<file path="config.mk">
export PLATFORM = sky130hd
export DESIGN_NAME = dct8_engine
export DESIGN_NICKNAME = d
export VERILOG_FILES = /design/src/rtl/dct8_engine.sv
export SDC_FILE = /design/constraint.sdc
export NUM_CORES = 1
export LEC_CHECK = 0
export ABC_AREA = 1
export CAP_MARGIN = 0
export CORE_ASPECT_RATIO = 1.2
export CORE_UTILIZATION = 55
export DETAILED_ROUTE_END_ITERATION = 8
export GPL_ROUTABILITY_DRIVEN = 0
export PLACE_DENSITY = 0.92
export SLEW_MARGIN = 15
export SYNTH_ARGS = -nofsm -noshare
export SYNTH_HDL_FRONTEND = slang
export SYNTH_SLANG_ARGS = --single-unit
</file>
<file path="constraint.sdc">
create_clock -name clk -period 15.4 [get_ports clk]
set_input_delay 1.54 -clock clk [delete_from_list [all_inputs] [get_ports clk]]
set_output_delay 1.54 -clock clk [all_outputs]
set_load 0.05 [all_outputs]
</file>
<file path="src/rtl/dct8_engine.sv">
`default_nettype none
// ============================================================================
// Module   : dct8_engine
// Purpose  : Sequential 8-point 1-D DCT core with a four-phase start/done
//            handshake. It snapshots eight signed samples on acceptance and
//            runs one multiply-accumulate per cycle against a coefficient ROM,
//            writing y[k] after every eighth product (64 cycles in total).
// Revision : 1.0 - initial release
// ============================================================================
module dct8_engine #(
  parameter int IN_W  = 12,
  parameter int OUT_W = 16,
  parameter int ACC_W = IN_W + 11
) (
  input  logic                 clk,
  input  logic                 rst,
  input  logic                 start,
  input  logic [8*IN_W-1:0]    din,
  output logic                 busy,
  output logic                 done,
  output logic [8*OUT_W-1:0]   dout
);

  typedef enum logic [1:0] {
    S_IDLE = 2'd0,
    S_CALC = 2'd1,
    S_DONE = 2'd2
  } state_t;

  state_t                    r_state;
  state_t                    w_state_next;
  logic [8*IN_W-1:0]         r_x;
  logic [2:0]                r_k;
  logic [2:0]                r_n;
  logic signed [ACC_W-1:0]   r_acc;
  logic [8*OUT_W-1:0]        r_dout;

  logic                      w_last;
  logic [4:0]                w_odd;
  logic [4:0]                w_kx;
  logic [4:0]                w_ang;
  logic [5:0]                w_fold;
  logic                      w_neg;
  logic signed [7:0]         w_mag;
  logic signed [7:0]         w_coef;
  logic signed [IN_W-1:0]    w_x;
  logic signed [IN_W+7:0]    w_prod;
  logic signed [ACC_W-1:0]   w_acc_next;
  logic signed [ACC_W-1:0]   w_rnd;
  logic [OUT_W-1:0]          w_y;

  assign w_last = (r_n == 3'd7) && (r_k == 3'd7);

  // Angle index (2n+1)*k modulo 32, in units of pi/16; 5-bit product wraps naturally.
  assign w_odd = {1'b0, r_n, 1'b1};
  assign w_kx  = {2'b00, r_k};
  assign w_ang = w_odd * w_kx;

  // Coefficient ROM: fold the angle into the first quadrant and look up 64*cos.
  always_comb begin
    w_fold = {1'b0, w_ang};
    w_neg  = 1'b0;
    if (w_fold > 6'd16) begin
      w_fold = 6'd32 - w_fold;
    end
    if (w_fold > 6'd8) begin
      w_neg  = 1'b1;
      w_fold = 6'd16 - w_fold;
    end
    case (w_fold[3:0])
      4'd0:    w_mag = 8'sd64;
      4'd1:    w_mag = 8'sd63;
      4'd2:    w_mag = 8'sd59;
      4'd3:    w_mag = 8'sd53;
      4'd4:    w_mag = 8'sd45;
      4'd5:    w_mag = 8'sd36;
      4'd6:    w_mag = 8'sd24;
      4'd7:    w_mag = 8'sd12;
      default: w_mag = 8'sd0;
    endcase
    if (r_k == 3'd0) begin
      w_coef = 8'sd45;
    end else if (w_neg) begin
      w_coef = -w_mag;
    end else begin
      w_coef = w_mag;
    end
  end

  // MAC datapath and round-half-up scaling by 2^-7.
  assign w_x        = $signed(r_x[r_n*IN_W +: IN_W]);
  assign w_prod     = w_x * w_coef;
  assign w_acc_next = r_acc + {{(ACC_W-IN_W-8){w_prod[IN_W+7]}}, w_prod};
  assign w_rnd      = w_acc_next + ACC_W'(64);
  assign w_y        = OUT_W'(w_rnd >>> 7);

  // State register.
  always_ff @(posedge clk) begin
    if (rst) begin
      r_state <= S_IDLE;
    end else begin
      r_state <= w_state_next;
    end
  end

  // Next-state logic: four-phase handshake around a fixed 64-cycle computation.
  always_comb begin
    w_state_next = r_state;
    case (r_state)
      S_IDLE:  if (start)  w_state_next = S_CALC;
      S_CALC:  if (w_last) w_state_next = S_DONE;
      S_DONE:  if (!start) w_state_next = S_IDLE;
      default: w_state_next = S_IDLE;
    endcase
  end

  // Sample capture, index counters, accumulator and result registers.
  always_ff @(posedge clk) begin
    if (rst) begin
      r_x    <= '0;
      r_k    <= 3'd0;
      r_n    <= 3'd0;
      r_acc  <= '0;
      r_dout <= '0;
    end else begin
      case (r_state)
        S_IDLE: begin
          if (start) begin
            r_x   <= din;
            r_k   <= 3'd0;
            r_n   <= 3'd0;
            r_acc <= '0;
          end
        end
        S_CALC: begin
          if (r_n == 3'd7) begin
            r_dout[r_k*OUT_W +: OUT_W] <= w_y;
            r_acc <= '0;
            r_n   <= 3'd0;
            r_k   <= r_k + 3'd1;
          end else begin
            r_acc <= w_acc_next;
            r_n   <= r_n + 3'd1;
          end
        end
        default: ;
      endcase
    end
  end

  assign busy = (r_state == S_CALC);
  assign done = (r_state == S_DONE);
  assign dout = r_dout;

endmodule
`default_nettype wire

</file>
==> key figures <==
Status
  • Status: finished, final reports clean

Clocking
  • Post-CTS Setup Bufs: 0
  • Clock slew at reported path FFs: 70 ps
  • Worst-case clock buffer depth: 3
  • H-tree depth: 1
  • Post-CTS Hold Fix Bufs: 0
  • Post-CTS sizing: 0
  • CTS tree: done
  • # clock sinks: 255
  • Clk Latency, worst-skew pair: 540 ps
  • Root Buffer: clkbuf_16
  • CTS buffer count: 25

Logic synthesis
  • Mapped Area: 15700 µm²
  • Synth async-reset ratio: 0%
  • Synth Warn #: 0
  • Synth Register Bits: 255
  • Synthesized Nets: 2403
  • Mapped Cells: 2148
  • Top cells by area, synth: dfxtp_1, fa_1, o21ai_0
  • Area leader, netlist: dfxtp_1
  • Top-area cell type share of the netlist area: 32.6%
  • Most used DFF post-synth: dfxtp_1
  • Synthesized area per cell: 7.30 µm²
  • EDFF count, synth: 0
  • Seq/Total Area, Yosys: 32.6%
  • Synth cell types: 49

Critical path
  • Flop-to-flop setup slack: 3770 ps
  • R2R Path Start: r_k[0]
  • Kind of critical path: register to register
  • Crit Path Max Fanout: 25
  • WP buf/inv: 7
  • Required time worst endpoint: 15860 ps
  • Delay-heaviest family, CP: simple AND/OR/NAND/NOR gates
  • CP Capture Type: register
  • Worst stage delay on the critical path: 970 ps
  • Slowest cell on crit path: dfxtp_1
  • Worst r2r dst: dout[94]
  • Crit start category: register
  • Cell count of the worst reg-to-reg path: 55
  • Worst EP arrival: 12090 ps
  • Cell mode on critical path: nand2_1

Detailed routing
  • DR vias: 15800
  • 1st-iter DRT viols: 1514
  • Vias per cell: 5.85
  • Routed Antenna Nets: 0
  • Detail-routed net length per standard cell: 17.0 µm
  • Drc violations: 0
  • Total Wirelength: 46100 µm
  • Pre-antenna DRT Iters: 6

Floorplan
  • Core area: 28000 µm²
  • DIE AREA: 29200 µm²
  • Die H: 187 µm
  • Starting Density: 56.0%
  • Die Width: 156 µm
  • Num ports: 229
  • # rows: 67

Global routing
  • Initial antenna violation count: 0
  • Total grt overflow: 0
  • Met2 global-route usage: 54.5%
  • GR peak layer: met2
  • Largest net degree at the start of global routing: 113
  • Vias in the first global route: 15500
  • Tot GR Track Use: 31.8%
  • Met3 Use GR: 4.38%
  • First-pass GRT wire length: 75200 µm
  • Met1 Usage GRT: 37.6%

Placed design
  • DP Area: 18200 µm²
  • Placed cell count: 2663
  • Post-DP HPWL: 33200 µm
  • # port buffers: 228

STA
  • Clock Skews: 9.17 ps
  • Final period util: 75.5%
  • Fmax: 86.0 MHz
  • Relative slew slack: 34.3%
  • Fin Setup TNS: 0 ps
  • RSZ-0062 raised after global routing: false
  • Actual slew at the worst max-slew pin: 986 ps
  • Slew Limit Fails: 0
  • Setup violations, final: 0
  • Minimum clock period: 11630 ps
  • Final hold vios: 0

Min path
  • Hold_sp: r_acc[3]
  • WHS Endpoint: r_acc[3]
  • Hold Crit Class: register to register
  • WHS Path Cells: 2

Layout
  • Util after Layout: 67.9%
  • Design Area, Final: 19000 µm²
  • Final instance count without filler cells: 2706
  • Nets: 2566
  • Layout cells sized above 1: 4.94%
  • Ant diodes: 0
  • Syn-to-layout area delta: 21.2%

Pwr
  • Internal: 0.00176 W
  • Comb pwr share: 61.3%
  • Sw Ratio: 50.3%
  • Total Power: 0.00353 W
  • PwrDens: 186 nW/µm²
  • P_leak: 8.46 nW
  • Reg power frac: 20.6%
  • Switching power: 0.00177 W
  • Worst vdd ir: 216 µV
  • Clock network power share: 18.1%

Job
  • Max-cap violations: 0
## area by class of cell
cell class | count | area [µm²]
fill | 2125 | 9000
tap | 379 | 474
clock inverter | 11 | 166
timing repair buffer | 246 | 2420
sequential | 255 | 5100
clock buffer | 32 | 682
inverter | 243 | 915
multi-input combinational | 1540 | 9240
## power groups by stage
stage	registers [W]	clock network (W)	logic [W]
after floorplan	0.000732	0	0.00159
after global placement	0.000738	0	0.00201
after detailed placement	0.000740	0	0.00207
after CTS	0.000726	0.000641	0.00210
after global routing	0.000731	0.000665	0.00240
final	0.000727	0.000640	0.00216
## cell usage in the layout (no fill, tap or decap), drive strengths merged, types with 5 or more instances in the layout
master,instances
buf,18
a31oi,5
clkbuf,32
nor3,16
a21oi,212
nand2,339
nor2,342
nand4,41
nand3,77
nor4,5
o21ai,260
a21o,6
inv,245
xor2,24
clkdlybuf4s50,228
xnor2,16
fa,83
ha,73
dfxtp,255
a32o,20
## flip-flops by register name, indices dropped and copies added, names as in the netlist
name and cells:
dout 128, r_x 96, r_acc 23, r_k 3
r_n 3, r_state 2
## metal layers
layer | share of wire, % | up-vias
li1 | - | 7312
met1 | 36 | 7231
met2 | 48 | 1030
met3 | 8.5 | 264
met4 | 7.2 | 0
met5 | 0 | -
## cells by family after synthesis
logic type	count (synthesis)	share of synthesized area [%]
flops	255	32.6
xor+xnor	40	2.57
simple gates	828	22.2
fa+ha+maj	156	16.4
compound gates	516	17.6
buf+inv	353	8.63
## worst register-to-register path: cells and delay by family, from the launching register on
family / cells / cell delay (ps)
buffers and inverters: 7 / 380
DFF: 1 / 970
adders and majority gates: 10 / 4220
AOI/OAI and AO/OA: 5 / 990
and+or+nand+nor: 31 / 4600
xor gates and xnor gates: 2 / 440
## how the worst max path moves through the flow
| stage | start | cells after the start | slack [ps] | to |
|---|---|---|---|---|
| 6_report | r_k[0] | 55 | 3770 | dout[94] |
| 5_1_grt | r_k[0] | 54 | 3080 | dout[28] |
| 4_1_cts | r_k[0] | 51 | 4180 | dout[30] |
| 3_5_place_dp | r_k[0] | 51 | 4350 | dout[95] |
| 3_3_place_gp | r_k[0] | 51 | 4710 | dout[126] |
| 2_1_floorplan | r_n[0] | 58 | 5870 | dout[125] |
## stage by stage
stage	hold slack, ps	setup slack [ps]
after global placement	453	4710
after global routing	485	3080
after detailed placement	465	4350
final	473	3770
after floorplan	445	5870
after CTS	474	4180
## Yosys cell counts, types with 3 or more instances
cell type,instances
a21o_1,6
a21oi_1,212
a31oi_1,5
a32o_1,20
buf_1,4
buf_2,6
clkbuf_1,96
dfxtp_1,255
fa_1,83
ha_1,73
inv_1,232
inv_2,10
nand2_1,331
nand2_2,8
nand3_1,68
nand3_2,9
nand3b_1,3
nand4_1,41
nor2_1,336
nor2_2,5
nor3_1,12
nor3_2,3
nor4_1,4
o21ai_0,255
o21ai_1,3
o22ai_1,3
xnor2_1,14
xor2_1,19
xor2_2,5
No activity file was read; power rests on OpenSTA's default activity.
